File: src/rtl/countdown_timer.sv
// BCD mm:ss countdown timer: loaded with set pulses, decremented on each 1 Hz tick,
// and raises a timed alarm once the count expires at 00:00.
module countdown_timer #(
  parameter int ALARM_TICKS = 10
) (
  input  logic       CP,
  input  logic       reset,
  input  logic       tick,
  input  logic       start_stop,
  input  logic       clear,
  input  logic       set_min,
  input  logic       set_sec,
  output logic [3:0] min_tens,
  output logic [3:0] min_ones,
  output logic [3:0] sec_tens,
  output logic [3:0] sec_ones,
  output logic       running,
  output logic       done,
  output logic       alarm
);

  localparam logic [7:0] LP_ALARM_TICKS = 8'(ALARM_TICKS);

  typedef enum logic [1:0] {IDLE, RUN, PAUSE, ALARM} state_t;

  state_t     r_state, w_stateNext;
  logic [3:0] r_minT, r_minO, r_secT, r_secO;
  logic [3:0] w_minTNext, w_minONext, w_secTNext, w_secONext;
  logic [3:0] w_decMinT, w_decMinO, w_decSecT, w_decSecO;
  logic [3:0] w_incMinT, w_incMinO, w_incSecT, w_incSecO;
  logic [7:0] r_alarmCnt, w_alarmCntNext;
  logic       r_done, w_doneNext;
  logic       w_isZero, w_decIsZero;

  assign w_isZero    = (r_minT == 4'd0) && (r_minO == 4'd0) &&
                       (r_secT == 4'd0) && (r_secO == 4'd0);
  assign w_decIsZero = (w_decMinT == 4'd0) && (w_decMinO == 4'd0) &&
                       (w_decSecT == 4'd0) && (w_decSecO == 4'd0);

  // One-second decrement with a BCD borrow chain; the minutes-tens guard keeps
  // the digit in range even though 00:00 is never decremented.
  always_comb begin
    w_decSecO = r_secO - 4'd1;
    w_decSecT = r_secT;
    w_decMinO = r_minO;
    w_decMinT = r_minT;
    if (r_secO == 4'd0) begin
      w_decSecO = 4'd9;
      if (r_secT == 4'd0) begin
        w_decSecT = 4'd5;
        if (r_minO == 4'd0) begin
          w_decMinO = 4'd9;
          if (r_minT != 4'd0) w_decMinT = r_minT - 4'd1;
        end else begin
          w_decMinO = r_minO - 4'd1;
        end
      end else begin
        w_decSecT = r_secT - 4'd1;
      end
    end
  end

  // Independent 00..59 wrap for each field; set_sec never carries into minutes.
  always_comb begin
    w_incSecO = r_secO + 4'd1;
    w_incSecT = r_secT;
    if (r_secO >= 4'd9) begin
      w_incSecO = 4'd0;
      w_incSecT = (r_secT >= 4'd5) ? 4'd0 : r_secT + 4'd1;
    end
    w_incMinO = r_minO + 4'd1;
    w_incMinT = r_minT;
    if (r_minO >= 4'd9) begin
      w_incMinO = 4'd0;
      w_incMinT = (r_minT >= 4'd5) ? 4'd0 : r_minT + 4'd1;
    end
  end

  always_comb begin
    w_stateNext    = r_state;
    w_minTNext     = r_minT;
    w_minONext     = r_minO;
    w_secTNext     = r_secT;
    w_secONext     = r_secO;
    w_alarmCntNext = r_alarmCnt;
    w_doneNext     = 1'b0;

    if (clear) begin
      w_stateNext    = IDLE;
      w_minTNext     = 4'd0;
      w_minONext     = 4'd0;
      w_secTNext     = 4'd0;
      w_secONext     = 4'd0;
      w_alarmCntNext = 8'd0;
    end else begin
      case (r_state)
        IDLE, PAUSE: begin
          if (start_stop) begin
            if (!w_isZero)             w_stateNext = RUN;
            else if (r_state == PAUSE) w_stateNext = IDLE;
          end else begin
            if (set_min) begin
              w_minTNext = w_incMinT;
              w_minONext = w_incMinO;
            end
            if (set_sec) begin
              w_secTNext = w_incSecT;
              w_secONext = w_incSecO;
            end
          end
        end
        RUN: begin
          if (start_stop) begin
            w_stateNext = PAUSE;
          end else if (tick) begin
            w_minTNext = w_decMinT;
            w_minONext = w_decMinO;
            w_secTNext = w_decSecT;
            w_secONext = w_decSecO;
            if (w_decIsZero) begin
              w_stateNext    = ALARM;
              w_doneNext     = 1'b1;
              w_alarmCntNext = 8'd0;
            end
          end
        end
        ALARM: begin
          if (start_stop) begin
            w_stateNext    = IDLE;
            w_alarmCntNext = 8'd0;
          end else if (tick) begin
            if (r_alarmCnt + 8'd1 >= LP_ALARM_TICKS) begin
              w_stateNext    = IDLE;
              w_alarmCntNext = 8'd0;
            end else begin
              w_alarmCntNext = r_alarmCnt + 8'd1;
            end
          end
        end
        default: w_stateNext = IDLE;
      endcase
    end
  end

  always_ff @(posedge CP or negedge reset) begin
    if (!reset) begin
      r_state    <= IDLE;
      r_minT     <= 4'd0;
      r_minO     <= 4'd0;
      r_secT     <= 4'd0;
      r_secO     <= 4'd0;
      r_alarmCnt <= 8'd0;
      r_done     <= 1'b0;
    end else begin
      r_state    <= w_stateNext;
      r_minT     <= w_minTNext;
      r_minO     <= w_minONext;
      r_secT     <= w_secTNext;
      r_secO     <= w_secONext;
      r_alarmCnt <= w_alarmCntNext;
      r_done     <= w_doneNext;
    end
  end

  assign min_tens = r_minT;
  assign min_ones = r_minO;
  assign sec_tens = r_secT;
  assign sec_ones = r_secO;
  assign running  = (r_state == RUN);
  assign alarm    = (r_state == ALARM);
  assign done     = r_done;

endmodule
File: config.mk
export PLATFORM = sky130hd
export DESIGN_NAME = countdown_timer
export DESIGN_NICKNAME = d
export VERILOG_FILES = /design/src/rtl/countdown_timer.sv
export SDC_FILE = /design/constraint.sdc
export NUM_CORES = 1
export LEC_CHECK = 0
export CAP_MARGIN = 30
export CORE_ASPECT_RATIO = 0.7
export CORE_MARGIN = 2
export CORE_UTILIZATION = 40
export DETAILED_ROUTE_END_ITERATION = 16
export PLACE_DENSITY = 0.57
export SYNTH_ARGS = -nofsm -noshare
export SYNTH_HDL_FRONTEND = slang
export SYNTH_SLANG_ARGS = --single-unit
File: constraint.sdc
create_clock -name CP -period 3.4 [get_ports CP]
set_clock_uncertainty 0.2 [all_clocks]
set_input_delay 0.68 -clock CP [delete_from_list [all_inputs] [get_ports CP]]
set_output_delay 0.68 -clock CP [all_outputs]
set_load 0.02 [all_outputs]
**Word-level counts from Yosys, hierarchy flattened**

Index checks and enable logic that the tools add are counted.

- Bits in registers: 27
- Output and inout bits: 19
- Word-level logic and storage cells: 127

- Multiplexer cells: 64
- Reduce and logical (&&, ||, !) cells: 25
- $add $sub $neg: 9
- Order comparisons: 5
- Equal/unequal tests: 17

Operators with widths:

| operator | number |
|---|---|
| 4-bit 2-to-1 mux | 36 |
| 8-bit 2-to-1 mux | 7 |
| 4-bit logical NOT | 8 |
| 4-bit case mux with 2 select lines | 4 |
| 3-bit != test (second input constant) | 8 |
| 2-bit 2-to-1 mux | 10 |
| 6-bit AND reduction | 3 |
| 4-bit by 1-bit adder with 4-bit output (second input constant) | 4 |
| 8-bit case mux with 2 select lines | 1 |
| 4-bit by 1-bit subtractor with 4-bit output (second input constant) | 4 |
| 5-bit AND reduction | 3 |
| 4-bit != test (second input constant) | 3 |
| 8-bit by 1-bit adder with 8-bit output (second input constant) | 1 |
| 4-bit by 3-bit greater-or-equal comparator with 1-bit output (second input constant) | 2 |
| 4-bit greater-or-equal comparator (second input constant) | 2 |
| 8-bit by 4-bit greater-or-equal comparator with 1-bit output (second input constant) | 1 |
| 4-bit by 3-bit != test with 1-bit output (second input constant) | 2 |
| 1-bit logical AND | 6 |
| 2-bit case mux with 3 select lines | 1 |
| 3-bit nonzero test | 2 |
| 1-bit 2-to-1 mux | 5 |
| 2-bit equality test (second input constant) | 2 |
| 4-bit nonzero test | 1 |
| 3-bit by 2-bit != test with 1-bit output (second input constant) | 1 |
| other kinds (3) | 3 |

**Logic depth before layout (Yosys ltp)**

- Word-level depth: 14
- Mapped depth: 11
- Gate-level depth less buffers: 9

**Least setup slack after synthesis**

OpenSTA, ideal clock, no wires.

- Path kind: reg2reg
- From: register r_minO[0], in the netlist min_ones[0]
- To: register r_alarmCnt[0]
- Clock period less this slack: 2745 ps
- Data arrival time: 2426 ps
- Setup slack: 655 ps
- Setup time: 119 ps
- Path buffers: 2
- Cell stages (with the launch flop): 11
- Cells stage by stage: dfrtp_1 > clkbuf_1 > inv_1 > ha_1 > nor3b_2 > nand4_2 > mux2_4 > nand4b_4 > o21a_1 > buf_6 > a21o_2

- Longest elaborated chain between the ends: 10
- Elaborated cells on any way between the ends: 15
- Those cells by class: add/sub: 1; eq/ne: 1; mux: 6; reduce/logical: 7

RTL lines:

| item | line | RTL |
|---|---|---|
| start, declared | 27 | `logic [3:0] r_minT, r_minO, r_secT, r_secO;` |
| start signal, assigned | 157 | `r_minO <= w_minONext;` |
| 4-bit by 1-bit subtractor with 4-bit output / 4-bit logical NOT (equally long branches) | 55, 51 |  |
| 4-bit 2-to-1 mux | 51 | `if (r_minO == 4'd0) begin` |
| 4-bit 2-to-1 mux | 49 | `if (r_secT == 4'd0) begin` |
| 4-bit 2-to-1 mux | 47 | `if (r_secO == 4'd0) begin` |
| 4-bit logical NOT | 37 | `assign w_decIsZero = (w_decMinT == 4'd0) && (w_decMinO == 4'd0) &&` |
| 1-bit logical AND * (2 in a row) | 37 |  |
| 1-bit logical AND * | 38 | `(w_decSecT == 4'd0) && (w_decSecO == 4'd0);` |
| 3-bit by 2-bit != test with 1-bit output (no source line) * | n/a |  |
| 5-bit AND reduction (no source line) * | n/a |  |
| end signal, assigned | 160 | `r_alarmCnt <= w_alarmCntNext;` |
| end, declared | 31 | `logic [7:0] r_alarmCnt, w_alarmCntNext;` |

Mark *: on every way between the ends. The rest lies on a longest branch, timed or not.
A chain may end at the register's enable or synchronous reset.

**Worst setup path in the final report**

- From: register r_secO[0], in the netlist sec_ones[0]
- To: register r_state[1]

- Longest elaborated chain between the ends: 8
- Elaborated cells on any way between the ends: 21
- Those cells by class: add/sub: 1; eq/ne: 2; mux: 8; reduce/logical: 10

RTL lines:

| item | line | RTL |
|---|---|---|
| start, declared | 27 |  |
| start signal, assigned | 159 | `r_secO <= w_secONext;` |
| parallel branches: the longest is 8 deep, another holds 4-bit by 1-bit subtractor with 4-bit output | n/a |  |
| end signal, assigned | 155 | `r_state <= w_stateNext;` |
| end, declared | 26 | `state_t r_state, w_stateNext;` |

Several ways; the timed one is not identified. The select of a mux whose other input is x is not followed.

==> flow_metrics.env <==
export IMPL_fin_tns_setup_ns=0
export IMPL_met3_usage=0.0313
export IMPL_cts_buffers=3
export IMPL_overflow=0
export IMPL_grt_busiest_layer="met1"
export IMPL_final_common_cell="a21oi_1"
export IMPL_intPower_uw=982
export IMPL_cp_required_ns=3.39
export IMPL_crit_fanout=10
export IMPL_p_leak_uw=0.00113
export IMPL_vias_per_cell=5.61
export IMPL_crit_type="register to register"
export IMPL_hold_buffers=0
export IMPL_wl_um=5690
export IMPL_rows=23
export IMPL_ys_flop_type="dfrtp_1"
export IMPL_worst_pin_slew_ns=0.639
export IMPL_syn_area_per_cell_um2=8.10
export IMPL_use_met1=0.299
export IMPL_final_nets=326
export IMPL_max_freq_ghz=0.325
export IMPL_reg2reg_from="sec_ones[0]"
export IMPL_period_minus_slack_ns=3.08
export IMPL_end_kind="register"
export IMPL_cts_tree="built"
export IMPL_worst_setup_path_start_kind="register"
export IMPL_wire_per_inst_um=15.0
export IMPL_reg2reg_depth=9
export IMPL_pwr_share_clk=0.104
export IMPL_clock_tree_root_cell="clkbuf_8"
export IMPL_pwr_share_seq=0.262
export IMPL_gr_usage_all_layers=0.183
export IMPL_synth_edf_count=0
export IMPL_ys_types=62
export IMPL_vias=2127
export IMPL_setup_violations=0
export IMPL_fp_dieArea_mm2=0.00645
export IMPL_grt_start_max_net_pins=28
export IMPL_area_growth_pct=15.2
export IMPL_use_met2=0.248
export IMPL_drt_iter0_drc=147
export IMPL_drc=0
export IMPL_insertion_delay_ns=0.28
export IMPL_ant_nets=0
export IMPL_clkTransAtPathRegs_ns=0.11
export IMPL_layout_common_cells="29 x a21oi_1, 27 x dfrtp_1, 25 x clkdlybuf4s50_1, 24 x nand2_1, 21 x nor2_1"
export IMPL_io_buffer_count=25
export IMPL_hold_depth=1
export IMPL_synth_cells=287
export IMPL_antenna_found_initial=0
export IMPL_ys_warn_count=0
export IMPL_holdWs_ns=0.336
export IMPL_multi_input_area_mm2=0.00150
export IMPL_hpwl_um=4100
export IMPL_ys_ff_latch=27
export IMPL_place_congestion=0.815
export IMPL_cts_setup_buffers=0
export IMPL_min_to="r_alarmCnt[5]"
export IMPL_powerDensity_mw_per_mm2=730
export IMPL_async_flop_share=1.00
export IMPL_finalPower_uw=1960
export IMPL_nFillCells=571
export IMPL_start_util=0.410
export IMPL_die_x_um=95.1
export IMPL_r2r_setup_slack_ns=0.32
export IMPL_antenna_cells=0
export IMPL_status="completed"
export IMPL_hold_viol_final=0
export IMPL_dr_pass1_iters=4
export IMPL_min_delay_start="r_alarmCnt[5]"
export IMPL_irDropWorstVdd_mv=0.307
export IMPL_sw_frac_of_total=0.498
export IMPL_yosysSeqAreaShare=0.291
export IMPL_cts_max_level=1
export IMPL_netlist_area_mm2=0.00232
export IMPL_max_slew_margin_rel=0.572
export IMPL_slew_violations=0
export IMPL_cts_resized=0
export IMPL_cts_sinks=27
export IMPL_cts_buffer_depth=2
export IMPL_p_switching_uw=974
export IMPL_rsz0062_at_grt="false"
export IMPL_maxCapViolCount=0
export IMPL_hp_class="register to register"
export IMPL_ios=26
export IMPL_dieHeight_um=67.8
export IMPL_drive_gt1_frac=0.102
export IMPL_rr_endpoint="r_state[1]"
export IMPL_grt_pass1_wl_um=9270
export IMPL_regArea_um2=676
export IMPL_coreArea_mm2=0.00567
export IMPL_grt_pass1_vias=1817
export IMPL_syn_num_nets=308
export IMPL_arrival_ns=3.07
export IMPL_comb_power_share=0.634
export IMPL_min_period_over_period=0.906
-- through the flow --
step                setup slack [ns]  std cells  instance area [µm²]   util
global route                   0.106        379                 2680  0.473
floorplan                      0.655        287                 2320      -
finish                         0.320        379                 2680  0.473
global placement               0.307        375                 2630  0.464
CTS                            0.323        379                 2680  0.473
detailed placement             0.382        375                 2630  0.464
-- worst max path at each step --
stage | end | from | slack (ns) | cells after the start
2_1_floorplan | r_alarmCnt[0] | min_ones[0] | 0.66 | 10
3_3_place_gp | r_state[1] | sec_ones[0] | 0.31 | 9
3_5_place_dp | r_state[1] | sec_ones[0] | 0.38 | 9
4_1_cts | r_state[1] | sec_ones[0] | 0.32 | 9
5_1_grt | r_state[1] | sec_ones[0] | 0.11 | 9
6_report | r_state[1] | sec_ones[0] | 0.32 | 9
-- layout make-up --
class,count,area share
tap,75,0.0350
multi-input combinational,226,0.560
clock buffer,3,0.0154
sequential,27,0.252
timing repair buffer,32,0.113
inverter,15,0.0210
clock inverter,1,0.00327
-- cells by family after synthesis --
family                     after synthesis  share of synthesized area
AOI/OAI and AO/OA                       91                      0.254
xor gates and xnor gates                 2                    0.00754
adders and majority gates               14                     0.0754
buffers and inverters                   34                     0.0640
DFF                                     27                      0.291
muxes                                    4                     0.0194
and+or+nand+nor                        115                      0.289
-- synthesized netlist by cell type (6+ instances only) --
cell / count / area share
nand2b_1: 8 / 0.022
nand3_1: 13 / 0.028
nor2_1: 21 / 0.034
ha_1: 14 / 0.075
inv_1: 15 / 0.024
nand4_1: 7 / 0.019
a21oi_1: 29 / 0.062
nand2_1: 24 / 0.039
clkbuf_1: 13 / 0.021
dfrtp_1: 27 / 0.29
nor3_1: 9 / 0.019
o21ai_0: 20 / 0.043
o31ai_1: 6 / 0.019
-- registers in the layout, summed over array words and instances, names as in the netlist --
register	cells
r_state	2
done	1
sec_tens	4
sec_ones	4
min_tens	4
r_alarmCnt	8
min_ones	4
-- worst max-delay path, cell delays in order, from the launching register on --
cell     delay (ns)
dfrtp_1        0.52
inv_1          0.10
ha_1           0.30
or3b_1         0.44
nor2_4         0.11
o31ai_1        0.47
nand3_1        0.15
nor4b_1        0.40
nor2_1         0.09
o41ai_2        0.20
-- power groups by stage --
stage | Combinational, µW | Sequential [µW] | Clock, µW
floorplan | 886 | 529 | 0
global placement | 1230 | 517 | 0
detailed placement | 1220 | 518 | 0
CTS | 1230 | 512 | 216
global route | 1370 | 530 | 227
finish | 1240 | 513 | 203
-- layer usage --
metal  routed length (µm)  share of wire
met5                    0              0
met4                   69          0.012
met3                  258          0.045
met2                 2280           0.40
met1                 3080           0.54
Power figures use the tool's default switching activity.
==> RTL edit, RTL diff (config.mk and constraints unchanged) <==
Re-encode `state_t` (4 states) as Gray code, 2 bits wide.
--- a/src/rtl/countdown_timer.sv
+++ b/src/rtl/countdown_timer.sv
@@ -21,7 +21,7 @@
 
   localparam logic [7:0] LP_ALARM_TICKS = 8'(ALARM_TICKS);
 
-  typedef enum logic [1:0] {IDLE, RUN, PAUSE, ALARM} state_t;
+  typedef enum logic [1:0] {IDLE = 2'b00, RUN = 2'b01, PAUSE = 2'b11, ALARM = 2'b10} state_t;
 
   state_t     r_state, w_stateNext;
   logic [3:0] r_minT, r_minO, r_secT, r_secO;
Formal check against the unedited RTL: no difference found for any inputs over 4 cycles, from zero or initial values and one cycle with reset low; so few cycles prove little.
==> RTL edit against the unedited design <==
- worst setup slack worse by 0.032 ns
- synthesized area is 0.70% lower
- power is 11% higher
- count of clock-buffer cells in the layout is 1 higher
- maximum frequency is 1.0% lower
- sequential cell count stayed put
- design area is 0.65% higher
- routed wire length is 2.1% higher
==> RTL edit: results (changes against the unedited design) <==
Sequential-to-total area share from yosys stat: 29.3% (+0.20 points)
Post-synthesis mux area share: 2.71% (+0.77 points)
Synth Area in Compound Gates: 23.4% (-2.0 points)
Via count: 2,078 (-2.3%)
Nets: 323 (-0.92%)
Overall global routing resource usage: 19.5% (+1.2 points)
Final wirelength: 5.81 mm (+2.1%)
Tightest Pin Transition: 0.579 ns (-0.0598 ns)
Dpl cells: 367 (-2.1%)
Largest cells by area after synthesis: dfrtp_1 (29%), ha_1 (10%), o21ai_0 (5.6%), a21oi_1 (3.7%), nor2_1 (3.6%)
Share of post-route cells with drive strength above 1: 9.46% (-0.74 points)
Gpl congestion: 0.832 (+2.1%)
IR drop worst, VDD: 0.000318 V (+3.8%)
Wire per inst: 15.7 µm (+4.3%)
Number of global-route vias before repair: 1,855 (+2.1%)
Mapped Cells: 271 (-5.6%)
Post-Route Utilization: 47.8% (+0.55 points)
Synth top cells by count: dfrtp_1 (27), o21ai_0 (26), nor2_1 (22), ha_1 (19), a21oi_1 (17)
Antenna cell count: 0 (unchanged)
Post-Synth Adder-Cell Area: 10.3% (+2.8 points)
Hpwl dp: 4.49 mm (+9.6%)
# fillers: 568 (-0.53%)
Status: finished, final reports clean
Netlist cell types: 58 (-6.5%)
Net count after synthesis: 297 (-3.6%)
LEAKAGE: 1.14 nW (+1.0%)
Pre-CTS WS: 0.309 ns (-0.0731 ns)
Post-synthesis xor/xnor area fraction: 0.759% (+0.0053 points)
==> RTL edit: cell types whose count changed after synthesis, moves of 6 or more <==
cell / delta
nand2_1: -14
o21ai_0: +6
a21oi_1: -12
nor3b_1: +6
==> RTL edit: layout make-up <==
class	count	area share [%]
inverters	16	2.23
well taps	75	3.48
repair buffers	33	11.5
clock buffers	4	1.67
flip-flops and latches	27	25.1
multi-input cells	216	56.1
==> RTL edit: worst max-delay path, cell delays in order, from the launching register on <==
cell	delay (ns)
dfrtp_1	0.45
inv_1	0.15
ha_1	0.25
or3b_1	0.50
nor4_2	0.29
mux2i_1	0.21
and4_1	0.26
nand4_4	0.16
and2_4	0.22
o41ai_2	0.31
==> RTL edit: report_power, final <==
part | total (mW) | internal (mW) | switching, mW
clock | 0.182 | 0.0839 | 0.0983
sequential | 0.530 | 0.396 | 0.133
combinational | 1.47 | 0.605 | 0.861
total | 2.18 | 1.09 | 1.09
==> RTL edit: worst paths after layout <==
check                                               start                        end  slack (ns)
worst min register to register  r_alarmCnt[5]$_DFFE_PN0P_  r_alarmCnt[5]$_DFFE_PN0P_        0.34
worst min-delay path            r_alarmCnt[5]$_DFFE_PN0P_  r_alarmCnt[5]$_DFFE_PN0P_        0.34
max in group asynchronous                           reset    sec_ones[2]$_DFFE_PN0P_        2.15
min in group asynchronous                           reset    sec_ones[0]$_DFFE_PN0P_        0.58
worst max-delay path              sec_ones[1]$_DFFE_PN0P_  r_alarmCnt[3]$_DFFE_PN0P_        0.29
worst max register to register    sec_ones[1]$_DFFE_PN0P_  r_alarmCnt[3]$_DFFE_PN0P_        0.29
==> RTL edit: per-layer routing <==
layer  up-vias  track usage, %  wire, µm
met5         -               0         0
met3         4            3.57       320
met1       964            32.2      3220
met4         0            2.54        36
met2        55            26.0      2240
li1       1055               -         -
